`src/rtl/cam_pixel_capture_if.sv`:
```
// Camera byte bus in, expanded RGB888 pixel stream plus frame/line status out.
// master = camera/source side, slave = capture block.
interface cam_pixel_capture_if #(
  parameter int H_SIZE = 640,
  parameter int V_SIZE = 480
);
  localparam int XW = (H_SIZE > 1) ? $clog2(H_SIZE) : 1;
  localparam int YW = (V_SIZE > 1) ? $clog2(V_SIZE) : 1;

  logic          Cam_vsync;
  logic          Cam_href;
  logic [7:0]    Cam_data;
  logic [1:0]    Mode;

  logic [7:0]    red;
  logic [7:0]    green;
  logic [7:0]    blue;
  logic          pix_valid;
  logic [XW-1:0] pix_x;
  logic [YW-1:0] pix_y;
  logic          frame_start;
  logic          frame_done;
  logic          line_err;

  modport master (
    output Cam_vsync, Cam_href, Cam_data, Mode,
    input  red, green, blue, pix_valid, pix_x, pix_y, frame_start, frame_done, line_err
  );

  modport slave (
    input  Cam_vsync, Cam_href, Cam_data, Mode,
    output red, green, blue, pix_valid, pix_x, pix_y, frame_start, frame_done, line_err
  );
endinterface

```
`src/rtl/cam_pixel_capture.sv`:
```
// Two-byte RGB565/555/444 pixel assembly with x/y tracking; pixel registered on the
// edge sampling its second byte. No backpressure: the camera bus cannot be stalled.
module cam_pixel_capture #(
  parameter int H_SIZE        = 640,
  parameter int V_SIZE        = 480,
  parameter bit HI_BYTE_FIRST = 1'b1
) (
  input logic                Cam_pclk,
  input logic                Reset_n,
  cam_pixel_capture_if.slave bus
);
  localparam int XW  = (H_SIZE > 1) ? $clog2(H_SIZE) : 1;
  localparam int YW  = (V_SIZE > 1) ? $clog2(V_SIZE) : 1;
  // Counters need one extra code so they can reach H_SIZE / V_SIZE.
  localparam int XCW = $clog2(H_SIZE + 1);
  localparam int YCW = $clog2(V_SIZE + 1);
  localparam logic [XCW-1:0] H_MAX = XCW'(H_SIZE);
  localparam logic [YCW-1:0] V_MAX = YCW'(V_SIZE);

  typedef enum logic [1:0] {
    WAIT_FRAME,
    WAIT_LINE,
    ACTIVE
  } state_t;

  state_t         state;
  logic           vs_q;
  logic [1:0]     mode_q;
  logic [7:0]     byte0;
  logic           phase;
  logic           bad;
  logic [XCW-1:0] x;
  logic [YCW-1:0] y;

  logic           vs_fall;
  logic [YCW-1:0] y_next;
  logic [7:0]     hi;
  logic [7:0]     lo;
  logic [7:0]     r8;
  logic [7:0]     g8;
  logic [7:0]     b8;

  assign vs_fall = vs_q & ~bus.Cam_vsync;
  assign y_next  = y + 1'b1;
  assign hi      = HI_BYTE_FIRST ? byte0 : bus.Cam_data;
  assign lo      = HI_BYTE_FIRST ? bus.Cam_data : byte0;

  // Channel expansion replicates the MSBs so full scale maps to 8'hFF.
  always_comb begin
    r8 = 8'h00;
    g8 = 8'h00;
    b8 = 8'h00;
    case (mode_q)
      2'd1: begin
        r8 = {hi[6:2], hi[6:4]};
        g8 = {hi[1:0], lo[7:5], hi[1:0], lo[7]};
        b8 = {lo[4:0], lo[4:2]};
      end
      2'd2: begin
        r8 = {hi[3:0], hi[3:0]};
        g8 = {lo[7:4], lo[7:4]};
        b8 = {lo[3:0], lo[3:0]};
      end
      default: begin
        r8 = {hi[7:3], hi[7:5]};
        g8 = {hi[2:0], lo[7:5], hi[2:1]};
        b8 = {lo[4:0], lo[4:2]};
      end
    endcase
  end

  always_ff @(posedge Cam_pclk or negedge Reset_n) begin
    if (!Reset_n) begin
      state           <= WAIT_FRAME;
      vs_q            <= 1'b0;
      mode_q          <= 2'd0;
      byte0           <= 8'h00;
      phase           <= 1'b0;
      bad             <= 1'b0;
      x               <= '0;
      y               <= '0;
      bus.red         <= 8'h00;
      bus.green       <= 8'h00;
      bus.blue        <= 8'h00;
      bus.pix_valid   <= 1'b0;
      bus.pix_x       <= '0;
      bus.pix_y       <= '0;
      bus.frame_start <= 1'b0;
      bus.frame_done  <= 1'b0;
      bus.line_err    <= 1'b0;
    end else begin
      vs_q            <= bus.Cam_vsync;
      bus.pix_valid   <= 1'b0;
      bus.frame_start <= 1'b0;
      bus.frame_done  <= 1'b0;
      bus.line_err    <= 1'b0;
      case (state)
        WAIT_FRAME: begin
          if (vs_fall) begin
            mode_q <= bus.Mode;
            y      <= '0;
            state  <= WAIT_LINE;
          end
        end
        WAIT_LINE: begin
          if (bus.Cam_vsync) begin
            bus.line_err <= (y != '0);
            state        <= WAIT_FRAME;
          end else if (bus.Cam_href) begin
            byte0 <= bus.Cam_data;
            phase <= 1'b1;
            x     <= '0;
            bad   <= 1'b0;
            state <= ACTIVE;
          end
        end
        ACTIVE: begin
          if (bus.Cam_vsync) begin
            bus.line_err <= 1'b1;
            phase        <= 1'b0;
            state        <= WAIT_FRAME;
          end else if (bus.Cam_href) begin
            if (!phase) begin
              byte0 <= bus.Cam_data;
              phase <= 1'b1;
            end else begin
              phase <= 1'b0;
              if (x < H_MAX) begin
                bus.red         <= r8;
                bus.green       <= g8;
                bus.blue        <= b8;
                bus.pix_x       <= x[XW-1:0];
                bus.pix_y       <= y[YW-1:0];
                bus.pix_valid   <= 1'b1;
                bus.frame_start <= (x == '0) && (y == '0);
                x               <= x + 1'b1;
              end else begin
                bad <= 1'b1;
              end
            end
          end else begin
            // Line end: short, long or odd-length lines are all reported.
            bus.line_err <= (x != H_MAX) | phase | bad;
            phase        <= 1'b0;
            y            <= y_next;
            if (y_next == V_MAX) begin
              bus.frame_done <= 1'b1;
              state          <= WAIT_FRAME;
            end else begin
              state <= WAIT_LINE;
            end
          end
        end
        default: state <= WAIT_FRAME;
      endcase
    end
  end
endmodule

```
`src/flat_wrapper.sv`:
```
// flat-port wrapper written by rule: the top's interface ports become plain ports
module cam_pixel_capture_flat 
#(
  parameter int H_SIZE        = 640,
  parameter int V_SIZE        = 480,
  parameter bit HI_BYTE_FIRST = 1'b1
)
  (Cam_pclk, Reset_n, bus_Cam_vsync, bus_Cam_href, bus_Cam_data, bus_Mode, bus_red, bus_green, bus_blue, bus_pix_valid, bus_pix_x, bus_pix_y, bus_frame_start, bus_frame_done, bus_line_err);
  cam_pixel_capture_if #(.H_SIZE(H_SIZE), .V_SIZE(V_SIZE)) bus_i ();
  input logic Cam_pclk;
  input logic Reset_n;
  input wire logic [$bits(bus_i.Cam_vsync)-1:0] bus_Cam_vsync;
  input wire logic [$bits(bus_i.Cam_href)-1:0] bus_Cam_href;
  input wire logic [$bits(bus_i.Cam_data)-1:0] bus_Cam_data;
  input wire logic [$bits(bus_i.Mode)-1:0] bus_Mode;
  output wire logic [$bits(bus_i.red)-1:0] bus_red;
  output wire logic [$bits(bus_i.green)-1:0] bus_green;
  output wire logic [$bits(bus_i.blue)-1:0] bus_blue;
  output wire logic [$bits(bus_i.pix_valid)-1:0] bus_pix_valid;
  output wire logic [$bits(bus_i.pix_x)-1:0] bus_pix_x;
  output wire logic [$bits(bus_i.pix_y)-1:0] bus_pix_y;
  output wire logic [$bits(bus_i.frame_start)-1:0] bus_frame_start;
  output wire logic [$bits(bus_i.frame_done)-1:0] bus_frame_done;
  output wire logic [$bits(bus_i.line_err)-1:0] bus_line_err;
  assign bus_i.Cam_vsync = bus_Cam_vsync;
  assign bus_i.Cam_href = bus_Cam_href;
  assign bus_i.Cam_data = bus_Cam_data;
  assign bus_i.Mode = bus_Mode;
  assign bus_red = bus_i.red;
  assign bus_green = bus_i.green;
  assign bus_blue = bus_i.blue;
  assign bus_pix_valid = bus_i.pix_valid;
  assign bus_pix_x = bus_i.pix_x;
  assign bus_pix_y = bus_i.pix_y;
  assign bus_frame_start = bus_i.frame_start;
  assign bus_frame_done = bus_i.frame_done;
  assign bus_line_err = bus_i.line_err;
  cam_pixel_capture #(.H_SIZE(H_SIZE), .V_SIZE(V_SIZE), .HI_BYTE_FIRST(HI_BYTE_FIRST)) u_core (.Cam_pclk(Cam_pclk), .Reset_n(Reset_n), .bus(bus_i));
endmodule
```
`config.mk`:
```
export PLATFORM = sky130hd
export DESIGN_NAME = cam_pixel_capture_flat
export DESIGN_NICKNAME = d
export VERILOG_FILES = /design/src/rtl/cam_pixel_capture_if.sv /design/src/rtl/cam_pixel_capture.sv /design/src/flat_wrapper.sv
export SDC_FILE = /design/constraint.sdc
export NUM_CORES = 1
export LEC_CHECK = 0
export ABC_AREA = 1
export CORE_MARGIN = 3
export CORE_UTILIZATION = 54
export CTS_CLUSTER_SIZE = 10
export DETAILED_ROUTE_END_ITERATION = 12
export MAX_ROUTING_LAYER = met4
export PLACE_DENSITY = 0.91
export SLEW_MARGIN = 40
export SYNTH_ARGS = -nofsm -noshare
export SYNTH_HDL_FRONTEND = slang
export SYNTH_SLANG_ARGS = --single-unit
export TNS_END_PERCENT = 5
```
`constraint.sdc`:
```
create_clock -name Cam_pclk -period 2.13 [get_ports Cam_pclk]
set_input_delay 0.213 -clock Cam_pclk [delete_from_list [all_inputs] [get_ports Cam_pclk]]
set_output_delay 0.213 -clock Cam_pclk [all_outputs]
set_load 0.01 [all_outputs]
```
==> qor.txt, run 1 <==
outcome -> finished clean
# DRC -> 0
CP required -> 2.36 ns
Die Span Y -> 90.9 um
fillers -> 539
initial antenna violation count -> 0
DRT iter0 DRCs -> 224
Seq/Total Area, Yosys -> 0.521
Slew HR -> 0.698
starting density of the core -> 0.564
final wirelength -> 9110 um
Antenna diodes -> 0
most frequent cells in the layout -> 123 x nand2_1, 81 x dfrtp_1, 59 x clkdlybuf4s50_1
vias in the first global route -> 3406
Die W -> 90.9 um
Core Box Area -> 6910 um^2
final setup fails -> 0
Placer Congestion -> 0.940
CTS tree -> done
HPWL after DPL -> 6570 um
clock root cell -> clkbuf_8
total gr overflow -> 0
Reg area -> 2030 um^2
CTS sink count -> 81
Boundary Pins -> 61
switching power -> 0.00213 W
post-synthesis register bit count -> 81
Slew Viols, Final -> 0
mapped cell area -> 3890 um^2
die area -> 8270 um^2
Max FO, Critical Path -> 10
RSZ-0062 raised after global routing -> no
critical path arrival -> 2.13 ns
largest net degree at the start of global routing -> 50
Fmax -> 0.526 GHz
Hold Path Class -> in -> async
IO buf count -> 60
Final Hold Viols -> 0
distinct cell type count after synthesis -> 35
synthesis-to-finish area growth -> 26.4%
total power per unit cell area -> 1230 nW/um^2
routed vias -> 3425
Leak -> 2.25 nW
sequential share of power -> 0.378
average size of a mapped cell -> 8.43 um^2
cell internal pwr -> 0.00395 W
Worst Setup End Kind -> flip-flop
setup bufs post-CTS -> 0
max_cap viols -> 0
syn nets -> 486
Multi-input gate area -> 1600 um^2
Hold Slack -> 0.356 ns
critical path type -> reg -> reg
DR WL/cell -> 14.4 um
Num CTS Buffers -> 9
Synthesis Warnings -> 0
clk_skew -> 0.00910 ns
Clk pin slew, worst setup/hold paths -> 0.09 ns
Worst-Margin Slew -> 0.453 ns
Clk pwr share -> 0.247
R2R cell count -> 6
Post-Syn Instances -> 462
Rows -> 30
Clock Tree Buf Depth -> 2
Initial DRT Pass Iterations -> 5
final worst path period share -> 0.893
VDD IR max -> 0.554 mV
gr usage total -> 0.236
layout cells sized above 1 -> 0.0897
first-pass GRT wire length -> 15500 um
Nets -> 554
Setup crit start kind -> flip-flop
Total Neg Setup Slack -> 0 ns
vias per std cell -> 5.43
Tmin final -> 1.90 ns
Post-DRT Antenna Nets -> 0
commonest non-fill, non-tap cell in the layout -> nand2_1
power share of the combinational group -> 0.375
H-tree Lvls -> 3
clk_lat worst skew -> 0.35 ns
switching share of total power -> 0.350
==> metal layers <==
layer | global-route usage | vias up | share of wire | wire length [um]
met5 | - | - | 0 | 0
met4 | 0.0942 | 0 | 0.019 | 169
met3 | 0.0367 | 18 | 0.054 | 495
met2 | 0.383 | 147 | 0.49 | 4470
met1 | 0.298 | 1609 | 0.44 | 3970
li1 | - | 1651 | - | -
==> repair_timing <==
action / 4_1_cts / 5_1_grt
endpoints found under the setup margin: 0 / 26
gates resized for setup: 0 / 4
hold buffers: 1 / 0
endpoints found under the hold margin: 32 / 0
==> cell type report <==
class                      count  share of cell area
sequential                    81               0.412
multi-input combinational    319               0.326
timing repair buffer          72               0.145
inverter                      47              0.0368
clock buffer                  10              0.0280
clock inverter                 6              0.0280
tap                           96              0.0244
==> registers in the layout (all words and copies together) (netlist names), 2 cells and up <==
| name | count |
|---|---|
| u_core.x | 10 |
| u_core.bus.red | 8 |
| u_core.y | 9 |
| u_core.byte0 | 8 |
| u_core.bus.blue | 8 |
| u_core.bus.pix_x | 10 |
| u_core.bus.pix_y | 9 |
| u_core.mode_q | 2 |
| u_core.bus.green | 8 |
| u_core.state | 2 |
==> power by group through the flow <==
stage	clock [W]	combinational, W	sequential (W)
3_5_place_dp	0	0.00224	0.00232
5_1_grt	0.00158	0.00251	0.00235
2_1_floorplan	0	0.00112	0.00239
4_1_cts	0.00151	0.00226	0.00229
6_report	0.00150	0.00227	0.00229
3_3_place_gp	0	0.00216	0.00230
==> path summary, 6_finish.rpt <==
check	slack [ns]	endpoint	startpoint
min	0.36	u_core.bus.red[7]	Reset_n
max reg2reg	0.23	u_core.byte0[4]	u_core.state[0]
min in group Cam_pclk	0.48	u_core.mode_q[1]	bus_Mode[1]
max in group asynchronous	1.17	u_core.y[5]	Reset_n
min reg2reg	0.50	u_core.bus.pix_y[6]	u_core.bus.pix_y[6]
max	0.23	u_core.byte0[4]	u_core.state[0]
==> cell usage after synthesis (all sizes together) <==
library cell / number / area (um^2)
inv: 47 / 179
clkbuf: 4 / 15.0
ha: 10 / 125
nor3: 3 / 15.0
o211ai: 1 / 7.51
o32ai: 1 / 8.76
mux2: 5 / 56.3
o21a: 1 / 7.51
nand3: 16 / 85.1
nand4: 7 / 43.8
nor2: 54 / 220
a21boi: 1 / 7.51
dfrtp: 81 / 2030
xnor2: 1 / 8.76
nor4: 1 / 12.5
nand2: 124 / 468
o22ai: 6 / 37.5
a21oi: 25 / 136
buf: 11 / 75.1
a22o: 1 / 8.76
o21ai: 44 / 224
xor2: 4 / 35.0
o21bai: 2 / 15.0
a31oi: 12 / 75.1
==> cells by family (layout without fill, tap and decap cells) <==
group | count (synthesis) | after routing | share of synthesized area
AND/OR/NAND/NOR | 205 | 205 | 0.217
adder cells (fa/ha/maj) | 10 | 10 | 0.0321
flip-flops | 81 | 81 | 0.521
buffers and inverters | 62 | 135 | 0.0691
XOR/XNOR | 5 | 5 | 0.0112
AO/OA/AOI/OAI | 94 | 94 | 0.136
multiplexers | 5 | 5 | 0.0145
==> through the flow <==
step	power (W)	setup slack (ns)	std cells	utilization	instance area [um^2]
2_1_floorplan	0.00351	0.414	462	-	3890
3_3_place_gp	0.00446	0.205	614	0.670	4630
3_5_place_dp	0.00456	0.0934	614	0.670	4630
4_1_cts	0.00606	0.100	631	0.712	4910
5_1_grt	0.00644	0.0331	631	0.713	4920
6_report	0.00607	0.229	631	0.713	4920
==> critical path, stage by stage, from the launching register on <==
cell and delay (ns):
dfrtp_1 0.41, inv_1 0.09, ha_2 0.24, o21ai_2 0.20, inv_1 0.10, nand2_1 0.35, mux2_2 0.39
(Power assumes the default switching activity.)
==> run 2, diff against run 1 <==
GPL_ROUTABILITY_DRIVEN = 1   (was default)
==> results of run 2 <==
No change in the layout: final DEF, timing and power equal those of run 1.
==> run 3, diff against run 2 <==
SLEW_MARGIN = default   (was 40)
==> results of run 3 <==
No change in the layout: final DEF, timing and power equal those of run 1.
